**src/rtl/branch_target_buffer.sv**
```systemverilog
// Direct-mapped branch target buffer with 2-bit saturating direction counters.
// Zero-cycle lookup from fetch, one training update per cycle from execute.
module branch_target_buffer #(
    parameter int ENTRIES = 16
) (
    input  logic        clk,
    input  logic        reset,
    input  logic [31:0] PCF,
    output logic        HitF,
    output logic        PredTakenF,
    output logic [31:0] PredPCF,
    input  logic        UpdValidE,
    input  logic [31:0] UpdPCE,
    input  logic [31:0] UpdTargetE,
    input  logic        UpdTakenE,
    input  logic        UpdJumpE,
    input  logic        InvalidateAll
);

    localparam int IDX_W = $clog2(ENTRIES);
    localparam int TAG_W = 32 - IDX_W - 2;

    logic [ENTRIES-1:0] valid_q;
    logic [1:0]         ctr_q    [ENTRIES];
    logic [TAG_W-1:0]   tag_q    [ENTRIES];
    logic [31:0]        target_q [ENTRIES];

    logic [IDX_W-1:0] look_idx;
    logic [TAG_W-1:0] look_tag;
    logic [IDX_W-1:0] upd_idx;
    logic [TAG_W-1:0] upd_tag;
    logic             upd_taken;
    logic             upd_hit;
    logic             upd_write;
    logic [1:0]       ctr_cur;
    logic [1:0]       ctr_next;
    logic             unused_upd_lsbs;

    assign look_idx = PCF[IDX_W+1:2];
    assign look_tag = PCF[31:IDX_W+2];
    assign upd_idx  = UpdPCE[IDX_W+1:2];
    assign upd_tag  = UpdPCE[31:IDX_W+2];
    assign unused_upd_lsbs = ^UpdPCE[1:0];

    // Lookup reads registered state only, so a same-cycle update is seen next cycle.
    assign HitF       = valid_q[look_idx] && (tag_q[look_idx] == look_tag);
    assign PredTakenF = HitF && ctr_q[look_idx][1];
    assign PredPCF    = PredTakenF ? target_q[look_idx] : PCF + 32'd4;

    assign upd_taken = UpdTakenE || UpdJumpE;
    assign upd_hit   = valid_q[upd_idx] && (tag_q[upd_idx] == upd_tag);
    assign ctr_cur   = ctr_q[upd_idx];
    // Target/tag are written on any taken update: allocation on a miss, retarget on a hit.
    assign upd_write = !reset && !InvalidateAll && UpdValidE && upd_taken;

    always_comb begin
        // NOTE: default assignment first so every path drives ctr_next and no latch is inferred.
        ctr_next = ctr_cur;
        if (!upd_hit) begin
            ctr_next = UpdJumpE ? 2'b11 : 2'b10;
        end else if (upd_taken) begin
            if (UpdJumpE || ctr_cur == 2'b11) ctr_next = 2'b11;
            else                              ctr_next = ctr_cur + 2'd1;
        end else if (ctr_cur != 2'b00) begin
            ctr_next = ctr_cur - 2'd1;
        end
    end

    // NOTE: sequential state uses non-blocking assignments so all registers update together at the edge.
    always_ff @(posedge clk) begin
        if (reset) begin
            valid_q <= '0;
            for (int i = 0; i < ENTRIES; i++) ctr_q[i] <= 2'b00;
        end else if (InvalidateAll) begin
            valid_q <= '0;
        end else if (UpdValidE && (upd_hit || upd_taken)) begin
            valid_q[upd_idx] <= 1'b1;
            ctr_q[upd_idx]   <= ctr_next;
        end
    end

    // NOTE: tag/target storage is deliberately not reset; valid_q masks stale contents.
    always_ff @(posedge clk) begin
        if (upd_write) begin
            tag_q[upd_idx]    <= upd_tag;
            target_q[upd_idx] <= UpdTargetE;
        end
    end

endmodule
```
**config.mk**
```make
export PLATFORM = sky130hd
export DESIGN_NAME = branch_target_buffer
export DESIGN_NICKNAME = d
export VERILOG_FILES = /design/src/rtl/branch_target_buffer.sv
export SDC_FILE = /design/constraint.sdc
export NUM_CORES = 1
export LEC_CHECK = 0
export ABC_CLOCK_PERIOD_IN_PS = 9400
export CAP_MARGIN = 20
export CORE_ASPECT_RATIO = 0.8
export CORE_MARGIN = 2
export CORE_UTILIZATION = 65
export CTS_CLUSTER_SIZE = 14
export DETAILED_ROUTE_END_ITERATION = 7
export HOLD_SLACK_MARGIN = 0.02
export PLACE_DENSITY = 0.84
export SLEW_MARGIN = 20
export SYNTH_ARGS = -nofsm -noshare
export SYNTH_HDL_FRONTEND = slang
export SYNTH_SLANG_ARGS = --single-unit
```
**constraint.sdc**
```tcl
create_clock -name clk -period 9.4 [get_ports clk]
set_input_delay 1.88 -clock clk [delete_from_list [all_inputs] [get_ports clk]]
set_output_delay 1.88 -clock clk [all_outputs]
set_load 0.01 [all_outputs]
```
Yosys cells after proc, flatten, opt, wreduce, memory -nomap -nowiden. Memory sizes are Yosys's and may differ from the RTL's. Cells that the tools add are included.

Bits of input ports: 102. RAM bits: 960. Register bits: 16. Memories: 3.

Memories: target_q (words 16, bits a word 32, read ports 1, clocked after memory_dff 0, write ports 1, RTL line 26) `logic [31:0] target_q [ENTRIES];`; tag_q (words 16, bits a word 26, read ports 2, clocked after memory_dff 0, write ports 1, RTL line 25) `logic [TAG_W-1:0] tag_q [ENTRIES];`; ctr_q (words 16, bits a word 2, read ports 2, clocked after memory_dff 0, write ports 16, RTL line 24) `logic [1:0] ctr_q [ENTRIES];`.

Bitwise gates (word level): 1. Order comparisons: 3. Mux-type cells: 23. Eq/ne operators: 3. Reductions and logical operators: 16. Add/subtract/negate cells: 3.

Operator list (count): $eq A26 B26 Y1 (2); $add A32 B3 Y32 const B (1); $mux W32 (1); $or A16 B16 Y16 (1); $mux W1 (13); $lt A4 B5 Y1 const B (2); $mux W2 (5); $bmux W1 S4 (2); $logic_and A1 B1 Y1 (8); $demux W1 S4 (1); $ge A4 B1 Y1 const B (1); $mux W4 (1); $reduce_or A2 Y1 (2); $logic_or A1 B1 Y1 (3); $add A2 B1 Y2 const B (1); $eq A2 B2 Y1 const B (1); $logic_not A1 Y1 (2); $reduce_bool A2 Y1 (1); $sub A2 B1 Y2 const B (1).

Longest topological paths before layout. Gate-level depths: netlist of run 1.

Depth in word-level cells: 11. Gate-level depth with buffers: 15. Gate-level depth less buffers: 9.

Least setup slack after synthesis of run 1. No wires, ideal clock.

Path kind: input -> output. Start point: input port PCF[2]. End point: output port PredPCF[0]. Path buffers: 7. Stages on the path: 10. Data required time: 7520 ps. Arrival time: 4532 ps. Path slack: 2988 ps. Path through: buf_6 > buf_6 > buf_6 > buf_6 > buf_4 > buf_2 > buf_2 > mux4_2 > mux4_2 > mux2_2.

Word-level cells in the longest chain between the ends: 5.

Ends and longest elaborated chain: from (decl) (RTL line 8) `input logic [31:0] PCF,`; $mem_v2 Z16 W26 / $bmux W1 S4 (equally long branches); $eq A26 B26 Y1 / $mux W1 (equally long branches) (RTL line 46) `assign HitF = valid_q[look_idx] && (tag_q[look_idx] == look_tag);`; $logic_and A1 B1 Y1 (RTL line 46); $logic_and A1 B1 Y1 (RTL line 47) `assign PredTakenF = HitF && ctr_q[look_idx][1];`; $mux W32 (*) (RTL line 48) `assign PredPCF = PredTakenF ? target_q[look_idx] : PCF + 32'd4;`; to (decl) (RTL line 11) `output logic [31:0] PredPCF,`.

Mark *: on every way between the ends. The rest lies on a longest branch, timed or not. The select of a mux whose other input is x is not followed.

Final worst setup path of run 1.
Start point: input port PCF[2]. End point: output port PredTakenF.

Word-level cells in the longest chain between the ends: 4.

Ends and longest elaborated chain: $mem_v2 Z16 W26 / $bmux W1 S4 (equally long branches); $eq A26 B26 Y1 / $mux W1 (equally long branches) (RTL line 46); $logic_and A1 B1 Y1 (RTL line 46); $logic_and A1 B1 Y1 (*) (RTL line 47); to (decl) (RTL line 10) `output logic PredTakenF,`.

Marks and branches as above.

==> results of run 1 <==
==> flip-flops by register name, summed over array words and instances (netlist names) <==
| register | flops |
|---|---|
| target_q | 512 |
| tag_q | 416 |
| ctr_q | 32 |
| valid_q | 16 |
==> metrics by stage <==
stage / hold slack (ns) / power [µW]
after floorplan: 0.4359 / 5335
after global placement: 0.4491 / 5598
final: 0.4817 / 9187
after CTS: 0.4754 / 9184
after detailed placement: 0.4685 / 5616
after global routing: 0.5105 / 9388
==> worst paths after layout <==
kind,from,to,slack (ns),cells after the start
max,PCF[2],PredTakenF,1.06,11
min,valid_q[1],valid_q[1],0.48,2
max reg2reg,tag_q[0][7],ctr_q[8][1],5.45,9
min reg2reg,valid_q[1],valid_q[1],0.48,2
==> cell usage in the layout (no fill, tap or decap), drive strengths merged, types with 4 or more instances in the layout <==
cell type / n
nand2b: 7
clkdlybuf4s50: 127
mux2: 52
xor2: 15
edfxtp: 960
nand3: 24
a221oi: 11
mux2i: 112
and3: 11
o22ai: 26
o2111ai: 6
a31oi: 6
a211oi: 9
nor2b: 13
nand4: 7
clkinv: 38
and2: 6
nor4: 8
nor2: 84
a21oi: 30
clkbuf: 118
o32ai: 7
buf: 64
diode: 7
dfxtp: 16
o221ai: 5
a2111oi: 5
mux4: 358
bufinv: 7
nor3: 12
inv: 39
a22o: 9
o21ai: 39
a22oi: 12
nor4b: 4
nand2: 86
o21bai: 16
xnor2: 49
==> kinds of logic (layout without fill, tap and decap cells) <==
| family | Yosys count | after routing |
|---|---|---|
| flops | 976 | 976 |
| mux | 522 | 522 |
| simple gates | 276 | 276 |
| compound gates | 202 | 202 |
| buf+inv | 173 | 395 |
| xor+xnor | 64 | 64 |
| fa+ha+maj | 3 | 3 |
| other cells | 0 | 7 |
==> worst max-delay path, delay by kind of cell <==
kind | cells | cell delay, ns
AND/OR/NAND/NOR | 3 | 1.46
buffers and inverters | 3 | 1.45
XOR/XNOR | 1 | 0.21
multiplexers | 2 | 0.78
AO/OA/AOI/OAI | 2 | 0.54
==> power by group <==
part | leakage, µW | internal, µW | switching (µW)
Sequential | 0.00878 | 4810 | 12.5
Combinational | 0.00543 | 304 | 428
Clock | 0.00141 | 2040 | 1590
Total | 0.0156 | 7160 | 2030
==> final cells by class <==
| class | count | share of cell area, % |
|---|---|---|
| diodes | 7 | 0.03611 |
| clock buffers | 117 | 5.071 |
| inverters | 37 | 0.2889 |
| repair buffers | 192 | 3.872 |
| multi-input cells | 1067 | 27.52 |
| well taps | 860 | 2.218 |
| clock inverters | 49 | 0.9054 |
| flip-flops and latches | 976 | 60.09 |
==> metal layers <==
metal	share of wire [%]	vias up	global-route usage (%)
met5	0.074	-	0
met4	4.5	14	14.27
met3	15	399	12.36
met2	45	2306	53.70
met1	35	12760	50.77
li1	-	9605	-
==> impl_summary.md, run 1 <==
Setup path
Traced cell by cell, the critical path runs through buf_8 > buf_4 > mux4_2 > mux2i_1 > xnor2_1 > o32ai_1 > o2111ai_1 > nand4b_1 > nor4b_1 > nor2b_1 > clkdlybuf4s50_1. STA classifies the critical path startpoint as an input pin. Of all nets on the critical path, the largest fanout is 46.

The worst setup path is captured at an output port. The delay of the slowest critical-path stage is 1.01 ns. STA puts the critical path data required time at 7.52 ns. STA puts the critical path data arrival time at between 6 and 7 ns.

The critical path is of the input pin to output port type. The cell with the largest stage delay on the worst path is nor4b_1.

Run status
The flow ran to the end, and the final reports show no timing, DRC or antenna violations.

Floorplan
In this run the horizontal extent of the chip is 292.4 µm. From bottom edge to top edge, the die measures around 230 µm. The initial core utilization is ~66%.

The core outline area is 65790 µm². The boundary pin count is approximately 140. The die covers slightly below 70000 µm². The floorplan row count is between 80 and 90.

Global route
In the global route stage, overall resource usage came out at between 30% and 40%. Entering global routing, the biggest net connects 70 pins. The initial antenna violation count is 13.

The via count of the first global-routing pass is ~25000. The aggregate global routing overflow is 0. The first global-routing pass estimated between 150000 and 200000 µm of wire.

Clocking
The CTS H-tree depth is 3. The TritonCTS clock tree is yes. The clock network latency to the later pin of the worst-skew pair is about 0.65 ns. Buffers inserted to repair hold after CTS numbered 0. The CTS clock-pin slew for the worst setup and hold paths is ~0.06 ns.

The number of buffers added by the clock tree synthesis step is 92. Post-CTS repair changed the size of 0 cells. The maximum count of clock buffers along a single path is 3. The clock sink count is between 900 and 1000. The library cell used as clock root buffer is clkbuf_16. The number of setup buffers added after CTS is 0.

Timing
The pin slew with the least headroom to its limit is approximately 1.1 ns. The worst path meets setup with between 1 and 1.5 ns of slack. The max-slew violation total from the final report is 0.

Setup repair after global routing left no endpoint under its margin. The timing-limited maximum frequency is ~120 MHz. The number of hold violations in the final report was 0.

Setup violations remaining at the end of the flow were counted as 0. The time the final worst path needs with I/O delays and setup is ~8.3 ns. The final worst-path cycle share is around 89%. For the final database, setup skew stands at 0.01413 ns. Summed over all failing endpoints, the final setup total negative slack is 0 ns. The relative slew slack is between 20% and 30%.

Cells and area
The share of cells above drive strength 1 is approximately a quarter. At the end of the flow the core is filled with cells to between 70% and 80%. Summing all multi-input logic gate instances after layout gives about 13000 µm². Across the whole layout, storage elements account for approximately 29000 µm². Counting the fill cells in the layout gives ~3600. At the end of the flow, the number of nets in the layout was 2471.

The summed area of non-filler cells in the final layout is about 49000 µm². Compared with the post-synthesis result, the final layout area differs by 12.13%. The post-route non-filler standard cell count is between 3000 and 4000.

Logic synthesis
Summing the areas of all and, or, nand and nor instances in the mapped netlist gives 3.025% of the synthesized area. Of the total synthesized cell area, the portion taken by full adders, half adders and majority gates is 0.08677%. Yosys mapped a number of flops with a built-in enable equal to 960. Synthesis instantiated between 70 and 80 different standard cells from the library. The number of nets handed over by synthesis was about 2300. The most used flip-flop cell after synthesis is edfxtp_1. After synthesis, the largest area contributor takes up between 60% and 70% of total cell area. The share of the yosys chip area belonging to registers is between 60% and 70%. After synthesis, the largest family of logic cells by area is multiplexers. Averaged over all synthesized cells, the footprint is just under 20 µm². Yosys printed 0 warnings. Measured against the total synthesized area, the mux share comes to 22.86%.

The flip-flop and latch count after synthesis is a little under 1000. In the synthesized netlist, the number of instances is 2216. The mapped cell area is 43260 µm². Counting instances in the post-synthesis netlist gives the leading cell types as edfxtp_1 (960), mux4_2 (355), mux2i_1 (112). The post-synthesis compound-gate area fraction is 3.260%. The share of synthesized registers carrying an async set or reset is 0%. Summing the areas of all xor and xnor instances in the mapped netlist gives approximately 1.3% of the synthesized area. The largest total area in the synthesized netlist belongs to edfxtp_1. Yosys instantiated no cell more often than edfxtp_1. Ranked by total cell area, the synthesized netlist is headed by edfxtp_1 (67%), mux4_2 (18%), mux2i_1 (2.6%), mux2_4 (1.0%), xnor2_1 (0.99%).

Power
The static leakage is ~0.016 µW. The peak ir drop on the vdd network is 0.0001435 V. Dividing total power by cell area gives a power density of 189.4 nW/µm².

Routing
For this block, the routed nets add up to ~120000 µm of wire. For this block, the via count after detailed routing is around 25000. The detail route stage leaves a number of antenna-violating nets equal to 0. For this block, the initial DRC count from the detailed router was around 4500. The first-pass iteration count of the detailed router is 7. The number of vias per cell after detailed routing is about 7.6.

After detailed routing, the number of remaining DRC violations is 0. The per-cell routed wire length is 37.30 µm.

Place
The estimated wirelength of the detail-placed design is between 70000 and 80000 µm. The count of input and output buffers is about 130. The standard cell area after detailed placement is ~46000 µm².

The placed cell count is roughly 3100. Prior to clock tree synthesis, the placed netlist has a worst setup slack of roughly 1.3 ns. The final estimated routing congestion in global placement is ~1.

Run
The number of max-cap violations is 0.

Hold path
The tightest min-delay check is of the flop to flop type.
Power figures use the tool's default switching activity.
==> run 2, diff against run 1 <==
TNS_END_PERCENT = 10   (was unset)
==> results of run 2 <==
Same layout as run 1: the final DEF is identical, and so are final timing and power.
